File: config.mk
export PLATFORM = sky130hd
export DESIGN_NAME = mem_bus_arbiter
export DESIGN_NICKNAME = d
export VERILOG_FILES = /design/src/rtl/mem_bus_arbiter_pkg.sv /design/src/rtl/mem_bus_arbiter.sv
export SDC_FILE = /design/constraint.sdc
export NUM_CORES = 1
export LEC_CHECK = 0
export BUFFER_PORTS_ARGS = -buffer_cell sky130_fd_sc_hd__buf_2
export CORE_AREA = 2 2 166 168
export CTS_CLUSTER_SIZE = 12
export DETAILED_ROUTE_END_ITERATION = 12
export DIE_AREA = 0 0 168 170
export PLACE_DENSITY = 0.49
export SETUP_SLACK_MARGIN = 0.3
export SYNTH_ARGS = -nofsm -noshare
export SYNTH_HDL_FRONTEND = slang
export SYNTH_SLANG_ARGS = --single-unit
File: constraint.sdc
create_clock -name CLK -period 2.7 [get_ports CLK]
set_clock_uncertainty 0.2 [all_clocks]
set_input_delay 0.405 -clock CLK [delete_from_list [all_inputs] [get_ports CLK]]
set_output_delay 0.405 -clock CLK [all_outputs]
set_load 0.01 [all_outputs]
File: src/rtl/mem_bus_arbiter_pkg.sv
// Shared types for the multicore RAM port arbiter.
package mem_bus_arbiter_pkg;

    typedef enum logic [1:0] {
        FREE   = 2'd0,
        BUSY   = 2'd1,
        ACCESS = 2'd2,
        ERROR  = 2'd3
    } ramstate_t;

endpackage

File: src/rtl/mem_bus_arbiter.sv
// Round-robin arbiter sharing one RAM port among CPUS cores (dcache over icache within a core).
// Optional per-core completion counters (grant_cnt) are enabled by defining MEM_BUS_ARB_STATS_EN.
module mem_bus_arbiter
    import mem_bus_arbiter_pkg::*;
#(
    parameter int CPUS  = 2,
    parameter int PTR_W = (CPUS > 1) ? $clog2(CPUS) : 1
) (
    input  logic                  CLK,
    input  logic                  nRST,
    input  logic [CPUS-1:0]       iREN,
    input  logic [CPUS-1:0]       dREN,
    input  logic [CPUS-1:0]       dWEN,
    input  logic [CPUS-1:0][31:0] iaddr,
    input  logic [CPUS-1:0][31:0] daddr,
    input  logic [CPUS-1:0][31:0] dstore,
    output logic [CPUS-1:0]       iwait,
    output logic [CPUS-1:0]       dwait,
    output logic [CPUS-1:0][31:0] iload,
    output logic [CPUS-1:0][31:0] dload,
    output logic                  ramREN,
    output logic                  ramWEN,
    output logic [31:0]           ramaddr,
    output logic [31:0]           ramstore,
    input  logic [31:0]           ramload,
    input  ramstate_t             ramstate
`ifdef MEM_BUS_ARB_STATS_EN
    ,
    output logic [CPUS-1:0][15:0] grant_cnt
`endif
);

    typedef enum logic {
        IDLE  = 1'b0,
        GRANT = 1'b1
    } state_t;

    typedef enum logic [1:0] {
        SRC_NONE = 2'd0,
        SRC_IREN = 2'd1,
        SRC_DREN = 2'd2,
        SRC_DWEN = 2'd3
    } src_t;

    state_t           state, state_d;
    src_t             src, src_d, win_src;
    logic [PTR_W-1:0] rr_ptr, rr_ptr_d, owner, owner_d, win_core;
    logic             found;
    logic             req_held;
    logic             done;

    // NOTE: state registers use non-blocking assignments so every flop samples
    // the pre-edge value of its inputs regardless of process ordering.
    always_ff @(posedge CLK or negedge nRST) begin
        if (!nRST) begin
            state  <= IDLE;
            rr_ptr <= '0;
            owner  <= '0;
            src    <= SRC_NONE;
        end else begin
            state  <= state_d;
            rr_ptr <= rr_ptr_d;
            owner  <= owner_d;
            src    <= src_d;
        end
    end

    // Scan cores starting at rr_ptr; the first core with any request wins.
    always_comb begin
        found    = 1'b0;
        win_core = '0;
        win_src  = SRC_NONE;
        for (int i = 0; i < CPUS; i++) begin
            int k;
            k = int'(rr_ptr) + i;
            if (k >= CPUS) k = k - CPUS;
            if (!found && (iREN[k] || dREN[k] || dWEN[k])) begin
                found    = 1'b1;
                win_core = PTR_W'(k);
                if (dWEN[k])      win_src = SRC_DWEN;
                else if (dREN[k]) win_src = SRC_DREN;
                else              win_src = SRC_IREN;
            end
        end
    end

    always_comb begin
        case (src)
            SRC_DWEN: req_held = dWEN[owner];
            SRC_DREN: req_held = dREN[owner];
            SRC_IREN: req_held = iREN[owner];
            default:  req_held = 1'b0;
        endcase
    end

    // NOTE: every output of this block gets a default first, so no path can
    // leave a signal unassigned and infer a latch.
    always_comb begin
        state_d  = state;
        rr_ptr_d = rr_ptr;
        owner_d  = owner;
        src_d    = src;
        ramREN   = 1'b0;
        ramWEN   = 1'b0;
        ramaddr  = '0;
        ramstore = '0;
        iwait    = '1;
        dwait    = '1;
        done     = 1'b0;

        case (state)
            IDLE: begin
                if (found) begin
                    owner_d = win_core;
                    src_d   = win_src;
                    state_d = GRANT;
                end
            end
            GRANT: begin
                case (src)
                    SRC_DWEN: begin
                        ramWEN   = 1'b1;
                        ramaddr  = daddr[owner];
                        ramstore = dstore[owner];
                    end
                    SRC_DREN: begin
                        ramREN  = 1'b1;
                        ramaddr = daddr[owner];
                    end
                    SRC_IREN: begin
                        ramREN  = 1'b1;
                        ramaddr = iaddr[owner];
                    end
                    default: ;
                endcase

                // A dropped request aborts without a wait pulse or pointer advance.
                if (!req_held) begin
                    state_d = IDLE;
                end else if (ramstate == ACCESS) begin
                    done = 1'b1;
                    if (src == SRC_IREN) iwait[owner] = 1'b0;
                    else                 dwait[owner] = 1'b0;
                    rr_ptr_d = (owner == PTR_W'(CPUS - 1)) ? '0 : owner + 1'b1;
                    state_d  = IDLE;
                end
            end
            default: state_d = IDLE;
        endcase
    end

    assign iload = {CPUS{ramload}};
    assign dload = {CPUS{ramload}};

`ifdef MEM_BUS_ARB_STATS_EN
    always_ff @(posedge CLK or negedge nRST) begin
        if (!nRST) begin
            grant_cnt <= '0;
        end else begin
            for (int c = 0; c < CPUS; c++) begin
                if (done && owner == PTR_W'(c) && grant_cnt[c] != 16'hFFFF)
                    grant_cnt[c] <= grant_cnt[c] + 16'd1;
            end
        end
    end
`endif

endmodule

### Word level (Yosys, flattened, before mapping)

Cells that the tools add are included.

| word-level totals | value |
|---|---|
| bits in registers | 5 |
| bits of input ports | 234 |
| output and inout bits | 198 |
| word-level logic and storage cells | 97 |

| cells by class | value |
|---|---|
| add/subtract/negate cells | 4 |
| magnitude comparators | 6 |
| equal/unequal tests | 4 |
| multiplexer cells | 66 |
| bitwise logic cells | 2 |
| reductions and logical operators | 11 |

Operators with widths:

| kind | number |
|---|---|
| two-way mux 32 bit | 11 |
| < comparator 32 x 3 -> 1 bit, second input constant | 2 |
| case mux 32 bit (2 select lines) | 1 |
| two-way mux 1 bit | 37 |
| two-way mux 2 bit | 14 |
| equality test 2 bit, second input constant | 3 |
| logical OR 1 bit | 4 |
| OR reduction 2 bit | 2 |
| case mux 1 bit (3 select lines) | 1 |
| AND reduction 3 bit | 1 |
| subtractor 1 x 2 -> 3 bit, second input constant | 1 |
| subtractor 2 x 2 -> 3 bit, second input constant | 1 |
| adder 1 x 1 -> 2 bit, second input constant | 1 |
| equality test 2 x 1 -> 1 bit, second input constant | 1 |
| >= comparator 1 x 2 -> 1 bit, second input constant | 1 |
| >= comparator 2 bit, second input constant | 1 |
| logical AND 1 bit | 2 |
| < comparator 1 x 2 -> 1 bit, second input constant | 1 |
| inverter 2 bit | 1 |
| case mux 1 bit (2 select lines) | 1 |
| AND reduction 2 bit | 1 |
| adder 1 bit, second input constant | 1 |
| demux 1 bit (select 1 bit) | 1 |
| >= comparator 1 bit, second input constant | 1 |
| 2 further kinds | 2 |

### Depth between registers and ports, before layout

Gate-level depths: netlist of run 1.

| logic depth | value |
|---|---|
| word-level depth | 13 |
| gate-level depth with buffers | 7 |

### Worst setup path after synthesis of run 1

Ideal clock, no wire load.

| timing path | value |
|---|---|
| path type | register to output |
| start | register src[0] |
| end | output port dwait[1] |
| arrival | 1577 ps |
| required time | 2095 ps |
| setup slack | 518 ps |
| stages on the path, launching flop included | 8 |
| path through | dfrtp_1 inv_1 ha_1 nand2b_1 buf_2 or3b_4 nor2_1 nand2_1 |

| between the ends | value |
|---|---|
| cells in the longest elaborated chain, start to end | 5 |

RTL lines:

| element | line | source |
|---|---|---|
| start: declaration | mem_bus_arbiter.sv:46 | `src_t src, src_d, win_src;` |
| start signal: assignment | mem_bus_arbiter.sv:64 | `src <= src_d;` |
| equality test 2 x 1 -> 1 bit | mem_bus_arbiter.sv:88, mem_bus_arbiter.sv:142 |  |
| two-way mux 2 bit | mem_bus_arbiter.sv:142 | `if (src == SRC_IREN) iwait[owner] = 1'b0;` |
| two-way mux 2 bit | mem_bus_arbiter.sv:140 | `end else if (ramstate == ACCESS) begin` |
| two-way mux 2 bit (*) | mem_bus_arbiter.sv:138 | `if (!req_held) begin` |
| two-way mux 2 bit (*) | mem_bus_arbiter.sv:111 | `case (state)` |
| end: declaration | mem_bus_arbiter.sv:18 | `output logic [CPUS-1:0] dwait,` |

Every way passes the cells marked *; elsewhere a longest branch is shown, timed or not.

### Worst setup path after layout of run 1

| timing path | value |
|---|---|
| start | register src[1] |
| end | output port iwait[1] |

| between the ends | value |
|---|---|
| cells in the longest elaborated chain, start to end | 5 |

RTL lines:

| element | line | source |
|---|---|---|
| equality test 2 x 1 -> 1 bit | mem_bus_arbiter.sv:88, mem_bus_arbiter.sv:142 |  |
| two-way mux 2 bit | mem_bus_arbiter.sv:142 |  |
| two-way mux 2 bit | mem_bus_arbiter.sv:140 |  |
| two-way mux 2 bit (*) | mem_bus_arbiter.sv:138 |  |
| two-way mux 2 bit (*) | mem_bus_arbiter.sv:111 |  |
| end: declaration | mem_bus_arbiter.sv:17 | `output logic [CPUS-1:0] iwait,` |

Marked as above.

==> metrics.md, run 1 <==
| Metric | Value |
|---|---|
| Netlist area before placement | 3100 µm² |
| Number of enable-type register cells in the synthesized netlist | 0 |
| Root Buffer | sky130_fd_sc_hd__clkbuf_16 |
| Worst Setup Start Kind | register |
| Netlist cell types | 26 |
| Port-buffer cells | around 270 |
| Ratio of final minimum period to clock period | roughly nine tenths |
| Path category of the worst min-delay check | input pin to async pin |
| Total clock buffers created by CTS | 3 |
| DP HPWL | about 11 mm |
| Maximum cell stage delay along the critical path | 430 ps |
| Setup crit end kind | output pin |
| Critical path buffer and inverter count | 2 |
| Number of violations reported at the end of detailed-routing iteration 0 | just under 90 |
| Worst path arrival time | 1810 ps |
| Total DRC errors in the routed layout | 0 |
| Number of violations of the max-capacitance limit | 0 |
| Residual antenna-violating net count after detailed routing | 0 |
| Maximum number of pins on one net before global-route repair | 48 |
| Crit path time final | 2420 ps |
| Met1 track demand over resource | 9.90% |
| Static leakage | 2.30 nW |
| Initial Util | 11.6% |
| Max Slew Vio Count | 0 |
| Number of global-route vias before repair | 3,183 |
| Area of the die | about 29,000 µm² |
| Row count | 60 |
| Layout cells sized above 1 | 62.5% |
| First-pass DRT Iterations | 6 |
| Clock-pin slew on the worst setup and hold paths | 40 ps |
| Final antenna diode count | 0 |
| Synthesized net count | 677 |
| Number of antenna violations at the first check in global routing | 0 |
| Net count, final | 826 |
| Pwr/cell area | 1030 nW/µm² |
| Post-synthesis cell count | 438 |
| Die X | 168 µm |
| Growth of design area from synthesis to finish | 42.5% |
| Critical Path Fanout Max | 4 |
| Sum Neg Setup Slack | 0 ps |
| Maximum frequency from static timing analysis | 413 MHz |
| #FFs+latches synth | 5 |
| Clock latency reported for the late side of the worst-skew pair | between 200 and 250 ps |
| Post-synth ARST share | between 90% and 100% |
| Synthesis Warnings | 0 |
| Avg Vias per Cell | ~3.6 |
| Met3 capacity usage during global routing | 2.60% |
| Setup repair after global routing missed its margin | yes |
| Max Buffers Root-to-Sink | 2 |
| CP max stage cell | sky130_fd_sc_hd__or3b_4 |
| Fin. Hold Viols | 0 |
| Post-synthesis sequential area ratio | roughly 4% |
| Run status | completed |
| Mapped Avg Cell Area | 7.07 µm² |
| Number of failing setup endpoints in the final timing report | 0 |
| Height of the chip | 170 µm |
| Placer Congestion | 0.767 |
| Routed vias | 3,372 |
| I/O pins | 432 |
| H-tree lvl count | 1 |
| Average wire per standard cell | 15.5 µm |
| Relative max-transition margin | roughly 74% |
| Worst path top cell family by delay | simple AND/OR/NAND/NOR gates |
| Total Routed Length | about 14 mm |
| TritonCTS clock tree | yes |
| Global router's overall resource usage | 8.78% |
| CP Cell Sequence | inv_2 > ha_4 > nand2b_4 > or3b_4 > nor2_4 > nand2_1 > buf_2 |
| First-pass GRT wire length | about 19 mm |
| Kind of critical path | register to output pin |
| Global route total overflow | 0 |
| Most used routing layer in global routing | met2 |
| IR drop worst, VDD | approximately 0.32 mV |
| Data required time of the critical path | about 2100 ps |
| Main flop type after synthesis | sky130_fd_sc_hd__dfrtp_1 |
| Fraction of met2 tracks used by global routing | 15.8% |
| Standard cell core area | 26,700 µm² |
| Sinks on Clock Net | 5 |
| PnR Total Power | 4.54 mW |
| Worst Max-Slew Pin Slew | around 380 ps |
==> repair_timing <==
| action | in CTS | in global routing |
|---|---|---|
| hold endpoints to repair | 5 | 0 |
| setup buffers | 8 | 4 |
| cloned | 2 | 2 |
| hold buffers | 1 | 0 |
| pin swaps | 1 | 8 |
| resized for setup | 11 | 29 |
| setup endpoints to repair | 35 | 35 |
==> power breakdown <==
group          internal (mW)  switching, mW  total [mW]  leakage, nW
registers              0.118         0.0953       0.214       0.0530
logic                   1.94           2.13        4.07         2.21
clock network          0.197         0.0591       0.256       0.0382
total                   2.26           2.29        4.54         2.30
==> worst register-to-register path, cell delays in order, from the launching register on <==
cell and delay, ps:
sky130_fd_sc_hd__dfrtp_2 420, sky130_fd_sc_hd__inv_2 90, sky130_fd_sc_hd__ha_4 160, sky130_fd_sc_hd__nand2b_4 130
sky130_fd_sc_hd__or3b_4 430, sky130_fd_sc_hd__buf_4 150, sky130_fd_sc_hd__a21oi_2 110, sky130_fd_sc_hd__a2bb2oi_2 130
==> kinds of logic (layout without fill, tap and decap cells) <==
group	after synthesis	in the layout	share of synthesized area [%]
AOI/OAI and AO/OA	48	48	9.05
adders and majority gates	5	5	2.02
buffers and inverters	159	307	35.8
DFF	5	5	4.04
muxes	100	100	33.7
and+or+nand+nor	121	121	15.4
==> through the flow <==
step / util [%] / area, µm² / instances / hold slack [ps] / setup WS (ps)
after floorplan: - / 3100 / 438 / -90.6 / 518
after global routing: 16.6 / 4410 / 927 / 334 / 229
final: 16.6 / 4410 / 927 / 334 / 281
after detailed placement: 14.8 / 3930 / 906 / 40.5 / 376
after CTS: 15.8 / 4220 / 921 / 328 / 304
after global placement: 14.8 / 3930 / 906 / 38.2 / 376
==> path summary, 6_finish.rpt <==
check                            startpoint        to  slack (ps)  cells past startpoint
worst max-delay path                 src[1]  iwait[1]         280                      7
worst min-delay path                   nRST    rr_ptr         330                      2
worst max register to register       src[1]    rr_ptr         800                      7
worst min register to register        state     owner         470                      1
max in group asynchronous              nRST     owner        1800                      2
min in group CLK                ramstate[1]     state         330                      3
==> flip-flops by register name, summed over array words and instances (netlist names) <==
signal	count
rr_ptr	1
src	2
owner	1
state	1
==> cells in the mapped netlist (2+ instances only) <==
master,number,area [µm²]
sky130_fd_sc_hd__a21oi_1,36,180
sky130_fd_sc_hd__and2_1,2,12.5
sky130_fd_sc_hd__buf_2,5,25.0
sky130_fd_sc_hd__buf_4,135,1010
sky130_fd_sc_hd__clkbuf_1,14,52.6
sky130_fd_sc_hd__dfrtp_1,5,125
sky130_fd_sc_hd__ha_1,5,62.6
sky130_fd_sc_hd__inv_1,5,18.8
sky130_fd_sc_hd__mux2_2,34,383
sky130_fd_sc_hd__mux2i_1,66,661
sky130_fd_sc_hd__nand2_1,6,22.5
sky130_fd_sc_hd__nand2b_1,3,18.8
sky130_fd_sc_hd__nor2_1,107,402
sky130_fd_sc_hd__nor3_1,2,10.0
sky130_fd_sc_hd__o22ai_1,2,12.5
==> routing by layer <==
metal  vias to the layer above  part of all wire, %
met3                        39                  9.6
met2                       231                   50
met1                      1479                   38
met5                         -                    0
met4                         0                  2.7
li1                       1623                    -
==> cell usage in the layout (no fill, tap or decap), types with 2 or more instances in the layout <==
master / Yosys / layout
sky130_fd_sc_hd__a21oi_1: 36 / 29
sky130_fd_sc_hd__a21oi_2: 1 / 7
sky130_fd_sc_hd__and2_1: 2 / 2
sky130_fd_sc_hd__buf_12: 0 / 7
sky130_fd_sc_hd__buf_16: 0 / 3
sky130_fd_sc_hd__buf_2: 5 / 271
sky130_fd_sc_hd__buf_4: 135 / 11
sky130_fd_sc_hd__buf_6: 0 / 3
sky130_fd_sc_hd__clkbuf_16: 0 / 5
sky130_fd_sc_hd__dfrtp_1: 5 / 3
sky130_fd_sc_hd__ha_4: 0 / 4
sky130_fd_sc_hd__inv_1: 5 / 3
sky130_fd_sc_hd__inv_2: 0 / 2
sky130_fd_sc_hd__mux2_2: 34 / 34
sky130_fd_sc_hd__mux2i_1: 66 / 66
sky130_fd_sc_hd__nand2_1: 6 / 6
sky130_fd_sc_hd__nand2b_1: 3 / 2
sky130_fd_sc_hd__nor2_1: 107 / 95
sky130_fd_sc_hd__nor2_2: 0 / 8
sky130_fd_sc_hd__nor2_4: 0 / 4
sky130_fd_sc_hd__nor3_1: 2 / 2
sky130_fd_sc_hd__o22ai_1: 2 / 2
==> layout make-up <==
class                      instances  area, µm²
timing repair buffer             298       1760
fill                            3046      22200
inverter                           5       18.8
sequential                         5        130
clock buffer                       4       78.8
tap                              341        427
multi-input combinational        274       2000
Power figures use the tool's default switching activity.
==> inputs of run 2 (changes only) <==
--- a/config.mk
+++ b/config.mk
@@ -6,6 +6,7 @@
 export NUM_CORES = 1
 export LEC_CHECK = 0
 export BUFFER_PORTS_ARGS = -buffer_cell sky130_fd_sc_hd__buf_2
+export CAP_MARGIN = 10
 export CORE_AREA = 2 2 166 168
 export CTS_CLUSTER_SIZE = 12
 export DETAILED_ROUTE_END_ITERATION = 12
==> constraint.sdc (replaced) <==
create_clock -name CLK -period 2.7 [get_ports CLK]
set_clock_uncertainty 0.2 [all_clocks]
set_input_delay 0 -clock CLK [delete_from_list [all_inputs] [get_ports CLK]]
set_output_delay 0 -clock CLK [all_outputs]
set_load 0.01 [all_outputs]
==> metrics.md, run 2 (synthesis gave the netlist of run 1 again) <==
| Metric | Value |
|---|---|
| Row count | 60 |
| Maximum frequency from static timing analysis | 455 MHz |
| Sinks on Clock Net | 5 |
| Number of cells after detailed placement | 903 |
| Total Routed Length | 13.5 mm |
| Kind of critical path | register to output pin |
| Clock share of power | 6.4% |
| Setup crit end kind | output pin |
| Run status | completed |
| First-pass DRT Iterations | 4 |
| Number of failing setup endpoints in the final timing report | 0 |
| Setup repair after global routing missed its margin | no |
| Most frequent standard cell in the layout excluding fill and tap cells | sky130_fd_sc_hd__buf_2 |
| Avg Vias per Cell | around 3.6 |
| Worst Setup Start Kind | register |
| Placer Congestion | 0.764 |
| Total DRC errors in the routed layout | 0 |
| Worst path arrival time | 2000 ps |
| Cell depth of the worst hold path | 3 |
| Max Slew Vio Count | 0 |
| Fin. Hold Viols | 0 |
| Relative max-transition margin | 61.2% |
| Number of violations reported at the end of detailed-routing iteration 0 | 89 |
| Root Buffer | sky130_fd_sc_hd__clkbuf_16 |
| I/O pins | 432 |
| Commonest cells after routing, fill and taps aside | sky130_fd_sc_hd__buf_2 (271), sky130_fd_sc_hd__nor2_1 (106), sky130_fd_sc_hd__mux2i_1 (66) |
| Worst-case setup slack after placement | 702 ps |
| Number of global-route vias before repair | 3,238 |
| Layout cells sized above 1 | 53.3% |
| Residual antenna-violating net count after detailed routing | 0 |
| Fraction of power spent switching nets | between 50% and 60% |
| Die X | 168 µm |
| Global router's overall resource usage | 8.33% |
| Routed vias | 3,414 |
| Area of the die | around 29,000 µm² |
| Switching component of the power | 2.06 mW |
| Data required time of the critical path | 2500 ps |
| First-pass GRT wire length | approximately 18 mm |
| Static leakage | 2.31 nW |
| Number of antenna violations at the first check in global routing | 2 |
| Number of violations of the max-capacitance limit | 0 |
| Ratio of final minimum period to clock period | 81.4% |
| DP HPWL | 11.2 mm |
| Initial Util | roughly 12% |
| IR drop worst, VDD | 0.349 mV |
| Min setup slack post-route | 503 ps |
| TritonCTS clock tree | yes |
| Fraction of power consumed by sequential logic | 6.7% |
| R2r worst-path depth | 5 |
| Critical Path Fanout Max | 42 |
| Register with the most flip-flops | src |
| Standard cell core area | 26,700 µm² |
| Port-buffer cells | roughly 270 |
| Number of flip-flops under the largest register name | 2 |
| Count of instances resized after the clock tree is built | 0 |
| Global route total overflow | 0 |
| Path category of the worst min-delay check | input pin to register |
| Pwr/cell area | 869 nW/µm² |
| Clock-pin slew on the worst setup and hold paths | 30 ps |
| Net count, final | 846 |
| Total clock buffers created by CTS | 3 |
| Height of the chip | 170 µm |
| Internal power consumption | 1.74 mW |
| Setup repair bufs after CTS | 0 |
| H-tree lvl count | 1 |
| Worst Max-Slew Pin Slew | approximately 580 ps |
| Comb pwr share | 86.9% |
| Maximum number of pins on one net before global-route repair | 43 |
| Crit path time final | 2200 ps |
| Max Buffers Root-to-Sink | 2 |
| Average wire per standard cell | 14.3 µm |
| Clock latency reported for the late side of the worst-skew pair | 220 ps |
| Growth of design area from synthesis to finish | 40.9% |
| Sum Neg Setup Slack | 0 ps |
| Post-Layout Cell Count | 948 |
run 2: cell types whose count changed in the layout (fill, tap and decap cells not counted), sizes merged:
cell         change
buf             -17
clkbuf           -2
dlygate4sd3     +39
diode            +1
run 2: cell type report:
type                            count  area (µm²)
Fill cell                        3061       22300
Multi-Input combinational cell    274        1880
Timing Repair Buffer              318        1830
Tap cell                          341         427
Sequential cell                     5         129
Clock buffer                        4        78.8
Inverter                            5        18.8
Antenna cell                        1        2.50
run 2: worst max-delay path, stage by stage, from the launching register on:
cell	delay, ps
sky130_fd_sc_hd__dfrtp_4	690
sky130_fd_sc_hd__buf_12	300
sky130_fd_sc_hd__mux2_2	370
sky130_fd_sc_hd__a21oi_1	150
sky130_fd_sc_hd__nor2_1	50
sky130_fd_sc_hd__buf_2	150
run 2: per-stage QoR:
| stage | hold WS, ps | total power, mW | cell area [µm²] | utilization [%] |
|---|---|---|---|---|
| after CTS | 16.9 | 3.87 | 4360 | 16.4 |
| final | 25.2 | 3.79 | 4370 | 16.4 |
| after detailed placement | -371 | 3.48 | 3880 | 14.6 |
| after global placement | -375 | 3.47 | 3880 | 14.6 |
| after global routing | 21.5 | 4.14 | 4370 | 16.4 |
| after floorplan | -496 | 2.48 | 3100 | - |
run 2: final timing paths:
path	to	slack, ps	startpoint
min in group asynchronous	src[0]	540	nRST
min reg2reg	owner	410	state
max reg2reg	state	750	owner
max in group asynchronous	owner	1530	nRST
min	src[1]	30	iREN[1]
max	ramaddr[4]	500	owner
run 2: power by group through the flow:
stage               Sequential [mW]  Combinational, mW  Clock, mW
detailed placement            0.261               3.21          0
CTS                           0.259               3.37      0.246
finish                        0.254               3.30      0.242
global route                  0.269               3.62      0.251
global placement              0.260               3.21          0
floorplan                     0.140               2.34          0
run 2: routing by layer:
layer	wire (µm)	track usage (%)
met1	5530	10.2
met2	6640	15.3
met3	1130	1.35
met4	234	1.78
met5	13	0
run 2: timing repair:
action | 4_1_cts | 5_1_grt
endpoints found under the hold margin | 137 | 0
endpoints found under the setup margin | 0 | 0
hold buffers | 40 | 0
